**src/rtl/pipeline_ctrl_pkg.sv**
```systemverilog
// Shared definitions for the pipeline control unit: controller states,
// operand bypass select encodings and the hard-wired zero register number.
package pipeline_ctrl_pkg;

  // Controller states
  typedef enum logic [1:0] {
    INIT     = 2'd0,
    RUN      = 2'd1,
    MEM_WAIT = 2'd2,
    REDIRECT = 2'd3
  } ctrl_state_e;

  // Operand bypass selects for the register_access operand muxes
  localparam logic [1:0] FWD_REG = 2'd0;  // register file
  localparam logic [1:0] FWD_EX  = 2'd1;  // execute-stage result
  localparam logic [1:0] FWD_WB  = 2'd2;  // write-back value

  // x0 is hard-wired to zero and never takes part in hazards or bypassing
  localparam int unsigned REG_ZERO = 0;

  // True when a register number names x0
  function automatic logic is_reg_zero(input logic [31:0] reg_num);
    return reg_num == REG_ZERO;
  endfunction

endpackage

```
**src/rtl/forward_select.sv**
```systemverilog
// Bypass select for one register_access operand. Execute-stage results win
// over write-back values; loads in execute cannot forward (their data is not
// ready yet) and are handled by the load-use stall instead.
module forward_select
  import pipeline_ctrl_pkg::*;
#(
  parameter int unsigned REG_ADDR_W = 5
) (
  input  logic [REG_ADDR_W-1:0] i_rs,
  input  logic                  i_use,
  input  logic [REG_ADDR_W-1:0] i_ex_rd,
  input  logic                  i_ex_wen,
  input  logic                  i_ex_is_load,
  input  logic [REG_ADDR_W-1:0] i_wb_rd,
  input  logic                  i_wb_wen,
  output logic [1:0]            o_fwd
);

  logic w_src_live;

  assign w_src_live = i_use && !is_reg_zero(32'(i_rs));

  // Priority select: execute, then write-back, else register file
  always_comb begin
    o_fwd = FWD_REG;
    if (w_src_live && i_ex_wen && !i_ex_is_load && (i_ex_rd == i_rs)) begin
      o_fwd = FWD_EX;
    end else if (w_src_live && i_wb_wen && (i_wb_rd == i_rs)) begin
      o_fwd = FWD_WB;
    end
  end

endmodule

```
**src/rtl/hazard_controller.sv**
```systemverilog
// Pipeline control for the four-stage core: operand bypass selection,
// load-use stalls, mispredict flushes and data-memory wait freezes.
// Optional feature macro: HAZARD_PERF_CNT_EN builds saturating stall/flush
// perf counters; without it the counter ports are tied to zero.
module hazard_controller
  import pipeline_ctrl_pkg::*;
#(
  parameter int unsigned REG_ADDR_W = 5,
  parameter int unsigned PERF_W     = 32
) (
  input  logic                  clk,
  input  logic                  reset,
  input  logic [REG_ADDR_W-1:0] rs_a,
  input  logic [REG_ADDR_W-1:0] rs_b,
  input  logic                  use_a,
  input  logic                  use_b,
  input  logic [REG_ADDR_W-1:0] ex_rd,
  input  logic                  ex_wen,
  input  logic                  ex_is_load,
  input  logic [REG_ADDR_W-1:0] wb_rd,
  input  logic                  wb_wen,
  input  logic                  mispredict,
  input  logic                  dmem_req,
  input  logic                  dmem_ack,
  output logic                  stall_fd,
  output logic                  stall_ra,
  output logic                  flush_fd,
  output logic                  flush_ra,
  output logic                  bubble_ex,
  output logic [1:0]            fwd_a,
  output logic [1:0]            fwd_b,
  output logic [PERF_W-1:0]     stall_cycles,
  output logic [PERF_W-1:0]     flush_count
);

  ctrl_state_e r_state;
  ctrl_state_e w_state_next;
  logic        r_pending_flush;
  logic        w_pending_next;

  logic [1:0]  w_fwd_a;
  logic [1:0]  w_fwd_b;
  logic        w_hit_a;
  logic        w_hit_b;
  logic        w_load_use;
  logic        w_mem_block;

  forward_select #(
    .REG_ADDR_W (REG_ADDR_W)
  ) u_fwd_a (
    .i_rs         (rs_a),
    .i_use        (use_a),
    .i_ex_rd      (ex_rd),
    .i_ex_wen     (ex_wen),
    .i_ex_is_load (ex_is_load),
    .i_wb_rd      (wb_rd),
    .i_wb_wen     (wb_wen),
    .o_fwd        (w_fwd_a)
  );

  forward_select #(
    .REG_ADDR_W (REG_ADDR_W)
  ) u_fwd_b (
    .i_rs         (rs_b),
    .i_use        (use_b),
    .i_ex_rd      (ex_rd),
    .i_ex_wen     (ex_wen),
    .i_ex_is_load (ex_is_load),
    .i_wb_rd      (wb_rd),
    .i_wb_wen     (wb_wen),
    .o_fwd        (w_fwd_b)
  );

  // Load in execute whose destination feeds a live source in register_access
  always_comb begin
    w_hit_a    = use_a && (rs_a == ex_rd);
    w_hit_b    = use_b && (rs_b == ex_rd);
    w_load_use = ex_is_load && ex_wen && !is_reg_zero(32'(ex_rd)) && (w_hit_a || w_hit_b);
    w_mem_block = dmem_req && !dmem_ack;
  end

  // State and latched-mispredict registers
  always_ff @(posedge clk or posedge reset) begin
    if (reset) begin
      r_state         <= INIT;
      r_pending_flush <= 1'b0;
    end else begin
      r_state         <= w_state_next;
      r_pending_flush <= w_pending_next;
    end
  end

  // Next state and stage-register controls
  always_comb begin
    w_state_next   = r_state;
    w_pending_next = r_pending_flush;
    stall_fd       = 1'b0;
    stall_ra       = 1'b0;
    flush_fd       = 1'b0;
    flush_ra       = 1'b0;
    bubble_ex      = 1'b0;
    fwd_a          = FWD_REG;
    fwd_b          = FWD_REG;

    unique case (r_state)
      INIT: begin
        flush_fd     = 1'b1;
        flush_ra     = 1'b1;
        w_state_next = RUN;
      end

      // Refetch cycle after a flush: nothing asserted
      REDIRECT: begin
        w_state_next = RUN;
      end

      // The ack cycle of MEM_WAIT is evaluated like RUN, with a latched
      // mispredict standing in for a live one.
      RUN, MEM_WAIT: begin
        if ((r_state == MEM_WAIT) && !dmem_ack) begin
          stall_fd       = 1'b1;
          stall_ra       = 1'b1;
          fwd_a          = w_fwd_a;
          fwd_b          = w_fwd_b;
          w_pending_next = r_pending_flush | mispredict;
        end else if ((r_state == RUN) && w_mem_block) begin
          // Memory wait beats a same-cycle mispredict, which is kept for later
          stall_fd       = 1'b1;
          stall_ra       = 1'b1;
          fwd_a          = w_fwd_a;
          fwd_b          = w_fwd_b;
          w_state_next   = MEM_WAIT;
          w_pending_next = mispredict;
        end else if (mispredict || r_pending_flush) begin
          flush_fd       = 1'b1;
          flush_ra       = 1'b1;
          w_state_next   = REDIRECT;
          w_pending_next = 1'b0;
        end else begin
          fwd_a          = w_fwd_a;
          fwd_b          = w_fwd_b;
          stall_fd       = w_load_use;
          stall_ra       = w_load_use;
          bubble_ex      = w_load_use;
          w_state_next   = RUN;
          w_pending_next = 1'b0;
        end
      end

      default: begin
        w_state_next   = INIT;
        w_pending_next = 1'b0;
      end
    endcase
  end

`ifdef HAZARD_PERF_CNT_EN
  logic [PERF_W-1:0] r_stall_cycles;
  logic [PERF_W-1:0] r_flush_count;

  // Saturating perf counters; the reset-time INIT flush is not a real flush
  always_ff @(posedge clk or posedge reset) begin
    if (reset) begin
      r_stall_cycles <= '0;
      r_flush_count  <= '0;
    end else begin
      if (stall_ra && (r_stall_cycles != '1)) begin
        r_stall_cycles <= r_stall_cycles + PERF_W'(1);
      end
      if (flush_ra && (r_state != INIT) && (r_flush_count != '1)) begin
        r_flush_count <= r_flush_count + PERF_W'(1);
      end
    end
  end

  assign stall_cycles = r_stall_cycles;
  assign flush_count  = r_flush_count;
`else
  assign stall_cycles = '0;
  assign flush_count  = '0;
`endif

endmodule

```
**config.mk**
```make
export PLATFORM = sky130hd
export DESIGN_NAME = hazard_controller
export DESIGN_NICKNAME = d
export VERILOG_FILES = /design/src/rtl/pipeline_ctrl_pkg.sv /design/src/rtl/forward_select.sv /design/src/rtl/hazard_controller.sv
export SDC_FILE = /design/constraint.sdc
export NUM_CORES = 1
export LEC_CHECK = 0
export CAP_MARGIN = 20
export CORE_ASPECT_RATIO = 1.2
export CORE_UTILIZATION = 28
export CTS_CLUSTER_DIAMETER = 120
export DETAILED_ROUTE_END_ITERATION = 12
export PLACE_DENSITY = 0.85
export SKIP_LAST_GASP = 1
export SLEW_MARGIN = 10
export SYNTH_ARGS = -nofsm -noshare
export SYNTH_HDL_FRONTEND = slang
export SYNTH_SLANG_ARGS = --single-unit
export TNS_END_PERCENT = 10
```
**constraint.sdc**
```tcl
create_clock -name clk -period 1.85 [get_ports clk]
set_input_delay 0.37 -clock clk [delete_from_list [all_inputs] [get_ports clk]]
set_output_delay 0.37 -clock clk [all_outputs]
set_load 0.005 [all_outputs]
```
-- After elaboration in Yosys (flattened, before gate mapping)
Cells that the tools add are included.
W data, S select, Z words.
- equality and inequality tests: 10
- muxes and demuxes: 29
- bitwise logic cells: 1
- reductions and logical operators: 33
- operators by type and width (cell ; count):
    $eq A5 B5 Y1 ; 6
    $mux W2 ; 15
    $logic_and A1 B1 Y1 ; 20
    $logic_not A5 Y1 ; 3
    $mux W1 ; 12
    $logic_not A1 Y1 ; 5
    $eq A2 B2 Y1 const B ; 2
    $pmux W2 S2 ; 1
    $reduce_or A2 Y1 ; 2
    $eq A2 B1 Y1 const B ; 1
    $logic_not A2 Y1 ; 1
    $logic_or A1 B1 Y1 ; 2
    $ne A2 B2 Y1 const B ; 1
    $pmux W1 S2 ; 1
    $or A1 B1 Y1 ; 1
- flip-flop bits (word level): 3
- output and inout bits: 73

-- Longest topological paths before layout
Gate-level depths: netlist (run 1).
- word-level depth: 11
- mapped depth: 8
- mapped depth without buffers: 7

-- Hierarchy
Synthesis (run 1) repeated with hierarchy kept, for this count alone.
- cells, all modules: 155
- area, all modules: 1198.6 um^2
- by module, submodules not included (module ; times used ; cells an instance ; area an instance (um^2) ; seq. area each (um^2)):
    hazard_controller ; 1 ; 119 ; 900.9 ; 75.1
    forward_select ; 2 ; 18 ; 148.9 ; 0.0

-- Worst setup path before layout (run 1)
OpenSTA, ideal clock, no wires.
- path type: reg-to-output
- start point: register r_state[0]
- end point: output stall_ra
- data arrival time: 1.439 ns
- path slack: 0.041 ns
- cell stages (with the launch flop): 9
- path buffers: 2
- cell sequence: dfrtp_1 -> inv_1 -> ha_1 -> clkbuf_1 -> nand4_1 -> a21oi_1 -> o21ai_0 -> nand2_1 -> buf_4
- cells in the longest elaborated chain, start to end: 5
- elaborated cells on any way between the ends: 8
- RTL lines (element ; RTL line ; source):
    from (decl) ; hazard_controller.sv:36 ; ctrl_state_e r_state;
    from (signal assigned) ; hazard_controller.sv:88 ; r_state <= w_state_next;
    $eq A2 B1 Y1 ; n/a ;
    $logic_and A1 B1 Y1 ; hazard_controller.sv:126 ; end else if ((r_state == RUN) && w_mem_block) begin
    $mux W1 (2 in a row) ; n/a ;
    $mux W1 (*) ; n/a ;
    to (decl) ; hazard_controller.sv:26 ; output logic stall_ra,
Every way passes the cells marked *; elsewhere a longest branch is shown, timed or not.

-- Worst setup path after layout (run 1)
- start point: register r_state[1]
- end point: output flush_ra
- cells in the longest elaborated chain, start to end: 5
- elaborated cells on any way between the ends: 9
- RTL lines (element ; RTL line ; source):
    $eq A2 B1 Y1 ; hazard_controller.sv:105, hazard_controller.sv:126 ;
    $logic_and A1 B1 Y1 ; hazard_controller.sv:126 ;
    $mux W1 ; hazard_controller.sv:126 ;
    $mux W1 ; hazard_controller.sv:120 ; if ((r_state == MEM_WAIT) && !dmem_ack) begin
    $pmux W1 S2 (*) ; hazard_controller.sv:105 ; unique case (r_state)
    to (decl) ; hazard_controller.sv:28 ; output logic flush_ra,
Marks and branches as above.

==> results.rst, run 1 <==
.. list-table::
   :header-rows: 1

   * - Metric
     - Value
   * - Status
     - finished, violations left
   * - Violated checks
     - setup timing
   * - Setup-failing EPs final
     - 9
   * - Detail Placement HPWL
     - 1989 um
   * - Overall via count from detail_route
     - 1002
   * - Data arrival at the endpoint of the critical path
     - 1.69 ns
   * - Fraction of the yosys area taken by sequential cells
     - 6.904%
   * - Number of standard cells after synthesis
     - 145
   * - Clock latency on the worst-skew pair
     - 0.21 ns
   * - Final total negative setup slack
     - -1.256 ns
   * - Crit path capture type
     - output port
   * - First drt pass iteration count
     - 4
   * - Clock-pin slew on the worst setup and hold paths
     - 0.03 ns
   * - Distinct cells, synth
     - 25
   * - Number of enable flip-flop cells after synthesis
     - 0
   * - Top cell types by occurrence after synthesis
     - sky130_fd_sc_hd__buf_4 (66), sky130_fd_sc_hd__xnor2_1 (14), sky130_fd_sc_hd__nor2_1 (11)
   * - Setup slack at placement
     - -0.7246 ns
   * - Cell family with the largest share of critical-path delay
     - flip-flops
   * - Via count of the first global-routing pass
     - 923
   * - First DRT Iteration DRCs
     - 15
   * - # placed instances
     - 245
   * - Total power consumption of the routed design
     - 0.001064 W
   * - Overall fraction of global-route tracks in use
     - 11.61%
   * - Average wire length per cell after detail routing
     - 9.360 um
   * - Part of the cycle the worst path needs
     - 111.5%
   * - CP cell instances
     - buf_6 > ha_4 > a21oi_4 > nor2_2 > nor2_1 > a21oi_1 > nor2_1 > buf_4 > buf_6
   * - Count of hold buffers inserted by post-cts repair
     - 0
   * - Number of fillers in the final layout
     - 395
   * - Root Driver
     - sky130_fd_sc_hd__clkbuf_8
   * - Die height
     - 70.26 um
   * - Portion of synthesized cell area occupied by the leading cell type
     - 45.57%
   * - Number of antenna-violating nets in the routed design
     - 0
   * - Worst min path class
     - primary input to asynchronous set/reset pin
   * - Largest net degree at the start of global routing
     - 5
   * - Final std cells w/o fill
     - 258
   * - Wire length of the first global-routing pass
     - 3691 um
   * - Initial antenna violation count
     - 0
   * - Worst ir drop on vdd
     - 0.2123 mV
   * - Max cap viols
     - 0
   * - Number of top-level design ports
     - 103
   * - Depth of the CTS H-tree
     - 1
   * - Register area
     - 76.32 um2
   * - Area growth from synthesis to final layout
     - 41.89%
   * - Bufs and invs on worst path
     - 3
   * - Overflow after GRT
     - 0
   * - Setup Skew
     - 0.002154 ns
   * - Clock sink count
     - 3
   * - TritonCTS clock tree
     - built
   * - Number of rows created at floorplan
     - 24
   * - Crit-path max cell delay
     - 0.43 ns
   * - Cell Area, Synth
     - 0.001087 mm2
   * - Total Die Area
     - 0.004137 mm2
   * - Library cell occupying the most area in the post-synthesis netlist
     - sky130_fd_sc_hd__buf_4
   * - I/O Buffers
     - 38
   * - Initial core utilization
     - 29.68%
   * - Leak pwr
     - 0.7545 nW
   * - Crit path max fanout
     - 4
   * - Multi-input combinational cell area
     - 845.8 um2
   * - Avg Synthesized Cell Area
     - 7.499 um2
   * - Launching element type of the critical path
     - flip-flop
   * - Overall die width
     - 58.89 um
   * - Power density of the placed cells
     - 689.7 mW/mm2
   * - Via count normalized by instance count
     - 3.884
   * - Maximum clock insertion buffer count
     - 2
   * - Post-route design area
     - 0.001543 mm2
   * - Standard cell core area
     - 0.003664 mm2
   * - Highest Clock Rate
     - 484.6 MHz
   * - Net total in the final layout
     - 241
   * - Master of the slowest instance on the critical path
     - sky130_fd_sc_hd__dfrtp_2
   * - RD Place Congestion
     - 0.7929
   * - Total length of routed wires
     - 2415 um
   * - Most frequently used cell type in the post-synthesis netlist
     - sky130_fd_sc_hd__buf_4
   * - Worst Setup Slack, final
     - -0.2134 ns
   * - Final critical path time including I/O delays and setup
     - 2.063 ns
   * - Fin. Hold Viols
     - 0
   * - WS Path Type
     - flip-flop to output port
   * - Flops & latches, synth
     - 3
   * - Antenna diodes
     - 0
   * - Setup repair after global routing missed its margin
     - yes
   * - Leading post-synthesis cells by cell area
     - sky130_fd_sc_hd__buf_4 (46%), sky130_fd_sc_hd__xnor2_1 (11%), sky130_fd_sc_hd__dfrtp_1 (6.9%), sky130_fd_sc_hd__xor2_1 (4.8%), sky130_fd_sc_hd__ha_1 (4.6%)
   * - Number of design rule violations left after detail routing
     - 0
   * - Critical path required time
     - 1.48 ns
   * - Cts bufs inserted
     - 3
   * - Proportion of synthesized flip-flops having asynchronous set or reset
     - 100.0%
   * - Total cell area at the placement stage
     - 0.001375 mm2
   * - Ys flop type
     - sky130_fd_sc_hd__dfrtp_1
   * - Max Slew Vio Count
     - 0
   * - Share of layout cells above drive strength 1
     - 29.61%
   * - Count of warnings emitted by yosys
     - 0
## worst paths after layout
path	end	start	slack, ns	cells past startpoint
min	r_pending_flush$_DFFE_PP0N_	reset	0.33	2
max reg2reg	r_pending_flush$_DFFE_PP0N_	r_state[1]$_DFFE_PP0P_	0.27	7
max	flush_ra	r_state[1]$_DFFE_PP0P_	-0.21	9
min reg2reg	r_state[1]$_DFFE_PP0P_	r_state[1]$_DFFE_PP0P_	0.64	2
max in group asynchronous	r_state[1]$_DFFE_PP0P_	reset	1.39	2
min in group clk	r_state[1]$_DFFE_PP0P_	r_state[1]$_DFFE_PP0P_	0.64	2
## sequential cells by signal (all words and copies together), names as in the netlist
signal           count
r_state              2
r_pending_flush      1
## final cells by class
| class | count | area share, % |
|---|---|---|
| multi-input cells | 135 | 54.83 |
| repair buffers | 61 | 32.36 |
| flip-flops and latches | 3 | 4.947 |
| well taps | 52 | 4.217 |
| clock buffers | 4 | 2.920 |
| inverters | 3 | 0.7299 |
## worst register-to-register path: cells and delay by family (launching register included)
| family | cells | cell delay (ns) |
|---|---|---|
| AO/OA/AOI/OAI | 2 | 0.41 |
| buffers and inverters | 3 | 0.41 |
| adder cells (fa/ha/maj) | 1 | 0.16 |
| flip-flops | 1 | 0.43 |
| AND/OR/NAND/NOR | 1 | 0.06 |
## kinds of logic after synthesis
family	synth area share (%)
fa+ha+maj	4.603
buf+inv	46.95
simple gates	16.23
compound gates	8.861
other cells	0.3449
flops	6.904
xor+xnor	16.11
## timing repair
| item | in CTS | in global routing |
|---|---|---|
| buffers inserted | 9 | 0 |
| gates resized for setup | 84 | 4 |
| endpoints found under the setup margin | 9 | 9 |
| pin swaps | 22 | 6 |
## report_power, final
part           internal, W  switching [W]  leakage, nW
registers        0.0000906      0.0000338       0.0341
clock network     0.000147      0.0000419       0.0228
logic             0.000410       0.000341        0.698
## stage by stage
step / hold WS (ns) / utilization (%)
2_1_floorplan: 0.1236 / -
3_3_place_gp: 0.5604 / 37.53
3_5_place_dp: 0.5581 / 37.53
4_1_cts: 0.3266 / 41.91
5_1_grt: 0.3465 / 42.11
6_report: 0.3253 / 42.11
## layout by cell type, fill, tap and decap left out, types with 2 or more instances in the layout
cell | Yosys | routed
sky130_fd_sc_hd__nor2_2 | 0 | 3
sky130_fd_sc_hd__clkbuf_8 | 0 | 3
sky130_fd_sc_hd__buf_4 | 66 | 20
sky130_fd_sc_hd__buf_6 | 0 | 4
sky130_fd_sc_hd__ha_4 | 0 | 3
sky130_fd_sc_hd__a2111oi_2 | 2 | 2
sky130_fd_sc_hd__xnor2_1 | 14 | 13
sky130_fd_sc_hd__nand3_1 | 6 | 4
sky130_fd_sc_hd__clkdlybuf4s50_1 | 0 | 9
sky130_fd_sc_hd__nor3_1 | 4 | 4
sky130_fd_sc_hd__dlygate4sd2_1 | 0 | 17
sky130_fd_sc_hd__buf_2 | 0 | 8
sky130_fd_sc_hd__o21ai_2 | 2 | 3
sky130_fd_sc_hd__dfrtp_1 | 3 | 2
sky130_fd_sc_hd__inv_2 | 0 | 2
sky130_fd_sc_hd__nand3_2 | 2 | 4
sky130_fd_sc_hd__conb_1 | 1 | 64
sky130_fd_sc_hd__clkdlybuf4s15_1 | 0 | 2
sky130_fd_sc_hd__nor2_1 | 11 | 8
sky130_fd_sc_hd__xor2_1 | 6 | 6
sky130_fd_sc_hd__nand2_1 | 5 | 5
## per-layer routing
metal  up-vias  part of all wire [%]  GRT usage (%)  routed length (um)
met5         -                     0              0                   0
met4         0                   1.9          5.556                  46
met3         6                   9.3          2.222                 224
met2        77                    56          23.23                1356
met1       451                    33          10.45                 788
li1        468                     -              -                   -
No activity file was read; power rests on OpenSTA's default activity.
==> run 2, diff against run 1 <==
- CELL_PAD_IN_SITES_DETAIL_PLACEMENT: not set -> 1
- CELL_PAD_IN_SITES_GLOBAL_PLACEMENT: not set -> 2
- CORE_UTILIZATION: 28 -> 13
- GPL_ROUTABILITY_DRIVEN: not set -> 0
- PLACE_DENSITY: 0.85 -> 0.84
==> results.rst, run 2 (same netlist as run 1, synthesis figures left out) <==
.. list-table::
   :header-rows: 1

   * - Metric
     - Value
   * - Status
     - finished, violations left
   * - Violated checks
     - setup timing
   * - First DRT Iteration DRCs
     - 11 (-4)
   * - Most frequent standard cell in the layout excluding fill and tap cells
     - sky130_fd_sc_hd__conb_1
   * - Highest Clock Rate
     - 468.0 MHz (-3.4%)
   * - Overall die width
     - 85.49 um (+45%)
   * - Number of rows created at floorplan
     - 36 (+50%)
   * - Setup repair after global routing missed its margin
     - yes
   * - Detail Placement HPWL
     - 2531 um (+27%)
   * - Initial core utilization
     - 13.41% (-16 points)
   * - Overall via count from detail_route
     - 969 (-3.3%)
   * - Data arrival at the endpoint of the critical path
     - 1.77 ns (+0.08 ns)
   * - Cell seen most often among critical-path stages
     - sky130_fd_sc_hd__buf_4
   * - Clock-pin slew on the worst setup and hold paths
     - 0.03 ns (about the same)
   * - Overall fraction of global-route tracks in use
     - 6.425% (-5.2 points)
   * - Antenna diodes
     - 0 (unchanged)
   * - Clock sink count
     - 3 (unchanged)
   * - Most flops, register
     - r_state
   * - Fin. Hold Viols
     - 0 (unchanged)
   * - Crit-path max cell delay
     - 0.49 ns (+0.06 ns)
   * - I/O Buffers
     - 38 (unchanged)
   * - CP cell instances
     - dlygate4sd2_1 > buf_4 > or4_4 > o21ai_4 > buf_4 > a2111oi_4 > buf_2
   * - Crit path max fanout
     - 2 (-2)
   * - Clock latency on the worst-skew pair
     - 0.21 ns (about the same)
   * - Die height
     - 102.2 um (+45%)
   * - Area growth from synthesis to final layout
     - 47.87%
   * - Cell family with the largest share of critical-path delay
     - buffers and inverters
   * - Root Driver
     - sky130_fd_sc_hd__clkbuf_8
   * - WS Path Type
     - primary input to output port
   * - Part of the cycle the worst path needs
     - 115.5% (+4.0 points)
   * - Maximum clock insertion buffer count
     - 2 (unchanged)
   * - Initial antenna violation count
     - 0 (unchanged)
   * - # placed instances
     - 287 (+17%)
   * - Bufs and invs on worst path
     - 4 (+1)
   * - Final critical path time including I/O delays and setup
     - 2.137 ns (+0.07338 ns)
   * - Depth of the CTS H-tree
     - 1 (unchanged)
   * - Cts bufs inserted
     - 3 (unchanged)
   * - Worst min path class
     - primary input to asynchronous set/reset pin
   * - Number of top-level design ports
     - 103 (unchanged)
   * - Worst Setup Slack, final
     - -0.2867 ns (-0.07338 ns)
   * - Total length of routed wires
     - 2992 um (+24%)
   * - TritonCTS clock tree
     - built
   * - Master of the slowest instance on the critical path
     - sky130_fd_sc_hd__or4_4
   * - Leak pwr
     - 0.7441 nW (-1.4%)
   * - Top Registers
     - r_state: 2 flops, r_pending_flush: 1 flops
   * - Final std cells w/o fill
     - 297 (+15%)
   * - Setup Skew
     - 0.001395 ns (-0.0007595 ns)
   * - Average wire length per cell after detail routing
     - 10.07 um (+7.6%)
   * - Standard cell core area
     - 0.008108 mm2 (+120%)
   * - Overflow after GRT
     - 0 (unchanged)
   * - Number of antenna-violating nets in the routed design
     - 0 (unchanged)
   * - Max cap viols
     - 0 (unchanged)
   * - Max Slew Vio Count
     - 0 (unchanged)
   * - Power density of the placed cells
     - 602.9 mW/mm2 (-13%)
   * - Via count of the first global-routing pass
     - 913 (-1.1%)
   * - Launching element type of the critical path
     - primary input
   * - Count of hold buffers inserted by post-cts repair
     - 0 (unchanged)
   * - Net total in the final layout
     - 237 (-1.7%)
   * - Wire length of the first global-routing pass
     - 4388 um (+19%)
   * - Worst ir drop on vdd
     - 0.1627 mV (-23%)
   * - Flip-flop count of the largest register after layout
     - 2 (unchanged)
   * - Number of design rule violations left after detail routing
     - 0 (unchanged)
   * - Total Die Area
     - 0.008735 mm2 (+110%)
   * - Crit path capture type
     - output port
   * - Setup slack, reg-to-reg
     - 0.38 ns (+0.11 ns)
   * - Critical path required time
     - 1.48 ns (about the same)
   * - Total power consumption of the routed design
     - 0.0009693 W (-8.9%)
   * - Via count normalized by instance count
     - 3.263 (-16%)
   * - Share of layout cells above drive strength 1
     - 28.71% (-0.90 points)
   * - Commonest non-fill, non-tap cells in the layout
     - sky130_fd_sc_hd__conb_1 (64), sky130_fd_sc_hd__dlygate4sd2_1 (20), sky130_fd_sc_hd__buf_4 (18)
   * - First drt pass iteration count
     - 2 (-2)
   * - Largest net degree at the start of global routing
     - 7 (+2)
   * - Setup-failing EPs final
     - 9 (unchanged)
run 2: cell count changes in the layout (fill, tap and decap cells not counted), moves of 3 or more:
cell	previous run	this run
sky130_fd_sc_hd__buf_6	4	1
sky130_fd_sc_hd__clkbuf_2	1	5
sky130_fd_sc_hd__dlygate4sd2_1	17	20
sky130_fd_sc_hd__buf_2	8	4
run 2: area by class of cell:
cell class / instances / area [um2]
fillers: 1002 / 6500
multi-input cells: 135 / 900.9
repair buffers: 57 / 456.7
well taps: 95 / 118.9
flip-flops and latches: 3 / 75.07
clock buffers: 4 / 45.04
inverters: 3 / 11.26
run 2: repair_timing:
action | in CTS | in global routing
buffers inserted | 5 | 1
resized for setup | 71 | 12
endpoints found under the setup margin | 9 | 9
pin swaps | 23 | 11
run 2: routing by layer:
metal  track usage (%)  vias up  share of wire (%)
li1                  -      456                  -
met1             7.267      439                 40
met2             12.92       74                 51
met3            0.7270        0                8.9
met4             1.154        0                  0
met5                 0        -                  0
run 2: power breakdown:
part	internal [W]	switching, W
sequential	0.0000885	0.0000294
clock	0.000147	0.0000424
combinational	0.000323	0.000339
run 2: final timing paths:
kind,cells after the start,end,from
worst max-delay path,7,fwd_b[1],rs_b[2]
worst min-delay path,2,r_pending_flush$_DFFE_PP0N_,reset
worst max register to register,6,r_pending_flush$_DFFE_PP0N_,r_state[0]$_DFFE_PP0P_
worst min register to register,1,r_pending_flush$_DFFE_PP0N_,r_pending_flush$_DFFE_PP0N_
max in group asynchronous,2,r_state[1]$_DFFE_PP0P_,reset
min in group clk,1,r_pending_flush$_DFFE_PP0N_,r_pending_flush$_DFFE_PP0N_
run 2: stage by stage:
stage          hold WS, ns  setup slack [ns]  TNS (ns)  util (%)  area (um2)
3_3_place_gp        0.5447           -0.8254    -6.095     17.53        1421
3_5_place_dp        0.5510           -0.8582    -6.332     17.53        1421
2_1_floorplan       0.1236           0.04075         0         -        1324
5_1_grt             0.3420           -0.3396    -2.758     19.83        1608
6_report            0.3232           -0.2867    -1.599     19.83        1608
4_1_cts             0.3210           -0.2946    -2.340     19.66        1594
==> run 3, diff against run 2 <==
- CORE_UTILIZATION: 13 -> 14
- PLACE_DENSITY: 0.84 -> 0.86
- clock period: 1.85 -> 2.4 ns (I/O delays scaled with it)
==> results.rst, run 3 (same netlist as run 1, synthesis figures left out) <==
.. list-table::
   :header-rows: 1

   * - Metric
     - Value
   * - Clock-pin slew on the worst setup and hold paths
     - 0.03 ns (about the same)
   * - Die height
     - 98.54 um (-3.6%)
   * - Crit-path max cell delay
     - 0.52 ns (+0.03 ns)
   * - Switching Fraction
     - 39.60% (-2.8 points)
   * - Max Slew Vio Count
     - 0 (unchanged)
   * - Violated checks
     - setup timing
   * - Standard cell core area
     - 0.007402 mm2 (-8.7%)
   * - Highest Clock Rate
     - 398.1 MHz
   * - # placed instances
     - 283 (-1.4%)
   * - Via count normalized by instance count
     - 3.263 (about the same)
   * - Internal
     - 0.0004019 W (-28%)
   * - Combinational group share of total power
     - 64.8% (-3.5 points)
   * - Depth of the CTS H-tree
     - 1 (unchanged)
   * - Top Registers
     - r_state: 2 flops, r_pending_flush: 1 flops
   * - Detail Placement HPWL
     - 2515 um (-0.66%)
   * - Flip-flop count of the largest register after layout
     - 2 (unchanged)
   * - Commonest non-fill, non-tap cells in the layout
     - sky130_fd_sc_hd__conb_1 (64), sky130_fd_sc_hd__dlygate4sd2_1 (20), sky130_fd_sc_hd__clkdlybuf4s50_1 (16), sky130_fd_sc_hd__buf_4 (16), sky130_fd_sc_hd__xnor2_1 (12)
   * - Fraction of power consumed by the clock network
     - 21.9% (+2.4 points)
   * - Cell family with the largest share of critical-path delay
     - buffers and inverters
   * - Most frequent standard cell in the layout excluding fill and tap cells
     - sky130_fd_sc_hd__conb_1
   * - Maximum clock insertion buffer count
     - 2 (unchanged)
   * - Wire length of the first global-routing pass
     - 4119 um (-6.1%)
   * - Bufs and invs on worst path
     - 2 (-2)
   * - CP cell instances
     - buf_4 > ha_1 > a21oi_2 > nor2_1 > nor2_1 > a21oi_1 > nor2_1 > clkdlybuf4s50_1
   * - Clock sink count
     - 3 (unchanged)
   * - Share of layout cells above drive strength 1
     - 19.10% (-9.6 points)
   * - Root Driver
     - sky130_fd_sc_hd__clkbuf_8
   * - Total length of routed wires
     - 2791 um (-6.7%)
   * - Overall fraction of global-route tracks in use
     - 6.577% (+0.15 points)
   * - Launching element type of the critical path
     - flip-flop
   * - Part of the cycle the worst path needs
     - 104.7%
   * - Overall die width
     - 82.45 um (-3.6%)
   * - Overall via count from detail_route
     - 943 (-2.7%)
   * - Crit path capture type
     - output port
   * - Net switching power
     - 0.0002635 W (-36%)
   * - Part of the total power dissipated in sequential elements
     - 13.4% (+1.2 points)
   * - Leak pwr
     - 0.7403 nW (-0.50%)
   * - Final core occ
     - 20.57% (+0.74 points)
   * - Antenna diodes
     - 0 (unchanged)
   * - First drt pass iteration count
     - 4 (+2)
   * - Critical path required time
     - 1.92 ns (+0.44 ns)
   * - Overflow after GRT
     - 0 (unchanged)
   * - Worst ir drop on vdd
     - 0.3208 mV (+97%)
   * - Final std cells w/o fill
     - 289 (-2.7%)
   * - Cell seen most often among critical-path stages
     - sky130_fd_sc_hd__nor2_1
   * - Total Die Area
     - 0.008125 mm2 (-7.0%)
   * - Setup slack at placement
     - -0.5115 ns (+0.3467 ns)
   * - TritonCTS clock tree
     - built
   * - Number of design rule violations left after detail routing
     - 0 (unchanged)
   * - Master of the slowest instance on the critical path
     - sky130_fd_sc_hd__clkdlybuf4s50_1
   * - Post-route design area
     - 0.001523 mm2 (-5.3%)
   * - Setup repair after global routing missed its margin
     - yes
   * - Worst min path class
     - primary input to asynchronous set/reset pin
   * - Average wire length per cell after detail routing
     - 9.657 um (-4.1%)
   * - Cts bufs inserted
     - 3 (unchanged)
   * - Setup Skew
     - 0.001042 ns (-0.0003530 ns)
   * - Power density of the placed cells
     - 437.0 mW/mm2 (-28%)
   * - Number of antenna-violating nets in the routed design
     - 0 (unchanged)
   * - Worst Setup Slack, final
     - -0.1119 ns (+0.1749 ns)
   * - Setup-failing EPs final
     - 7 (-2)
   * - Crit path max fanout
     - 4 (+2)
   * - I/O Buffers
     - 38 (unchanged)
   * - Total cell area at the placement stage
     - 0.001423 mm2 (about the same)
   * - Number of top-level design ports
     - 103 (unchanged)
   * - Area growth from synthesis to final layout
     - 40.05%
   * - First DRT Iteration DRCs
     - 4 (-7)
   * - Fin. Hold Viols
     - 0 (unchanged)
   * - Status
     - finished, violations left
   * - Most flops, register
     - r_state
   * - Data arrival at the endpoint of the critical path
     - 2.03 ns (+0.26 ns)
   * - Largest net degree at the start of global routing
     - 7 (unchanged)
   * - Clock latency on the worst-skew pair
     - 0.21 ns (about the same)
   * - Net total in the final layout
     - 234 (-1.3%)
   * - Via count of the first global-routing pass
     - 901 (-1.3%)
   * - Count of hold buffers inserted by post-cts repair
     - 0 (unchanged)
   * - Initial antenna violation count
     - 0 (unchanged)
   * - WS Path Type
     - flip-flop to output port
   * - Initial core utilization
     - 14.69% (+1.3 points)
   * - Final critical path time including I/O delays and setup
     - 2.512 ns
   * - Max cap viols
     - 0 (unchanged)
   * - Total power consumption of the routed design
     - 0.0006654 W (-31%)
   * - Number of rows created at floorplan
     - 34 (-5.6%)
[run 3: cell count changes in the layout (fill, tap and decap cells not counted), sizes merged]
cell and delta:
buf -7, clkdlybuf4s50 +7, clkbuf -5, clkdlybuf4s15 +1, dlymetal6s2s +1
[run 3: routing by layer]
layer / vias up / track usage [%] / wire length [um]
met1: 415 / 8.199 / 1116
met4: 0 / 1.619 / 19
met2: 73 / 11.51 / 1337
li1: 451 / - / -
met3: 4 / 1.019 / 318
met5: - / 0 / 0
[run 3: area by class of cell]
| cell class | instances | area (um2) |
|---|---|---|
| Fill cell | 933 | 5879 |
| Sequential cell | 3 | 75.07 |
| Tap cell | 90 | 112.6 |
| Timing Repair Buffer | 54 | 479.2 |
| Inverter | 3 | 11.26 |
| Multi-Input combinational cell | 135 | 799.5 |
| Clock buffer | 4 | 45.04 |
[run 3: what timing repair did]
action                     CTS  global route
buffers inserted             2             0
pin swaps                    7             0
gates resized for setup     36             1
setup endpoints to repair    9             8
[run 3: power by group through the flow]
stage,Combinational (W),Clock (W),Sequential [W]
3_5_place_dp,0.000395,0,0.0000902
2_1_floorplan,0.000280,0,0.0000816
5_1_grt,0.000485,0.000154,0.0000914
4_1_cts,0.000431,0.000147,0.0000888
6_report,0.000431,0.000145,0.0000890
3_3_place_gp,0.000381,0,0.0000871
[run 3: worst register-to-register path, delay by kind of cell (launching register included)]
kind            cells  cell delay, ns
fa+ha+maj           1            0.20
buf+inv             2            0.30
flops               1            0.38
compound gates      2            0.40
simple gates        1            0.11
[run 3: worst paths after layout]
check                                                  from                     endpoint  slack, ns  cells after the start
worst max-delay path                 r_state[0]$_DFFE_PP0P_                     flush_ra      -0.11                      8
worst min-delay path                                  reset       r_state[0]$_DFFE_PP0P_       0.45                      2
worst max register to register       r_state[0]$_DFFE_PP0P_  r_pending_flush$_DFFE_PP0N_       0.89                      6
worst min register to register  r_pending_flush$_DFFE_PP0N_  r_pending_flush$_DFFE_PP0N_       0.61                      1
max in group asynchronous                             reset       r_state[1]$_DFFE_PP0P_       1.81                      2
min in group clk                r_pending_flush$_DFFE_PP0N_  r_pending_flush$_DFFE_PP0N_       0.61                      1
[run 3: metrics by stage]
stage	setup TNS [ns]	hold slack [ns]
global placement	-3.012	0.5450
global route	-1.544	0.4662
detailed placement	-3.270	0.5835
floorplan	0	0.2336
finish	-0.5177	0.4525
CTS	-0.8164	0.4632
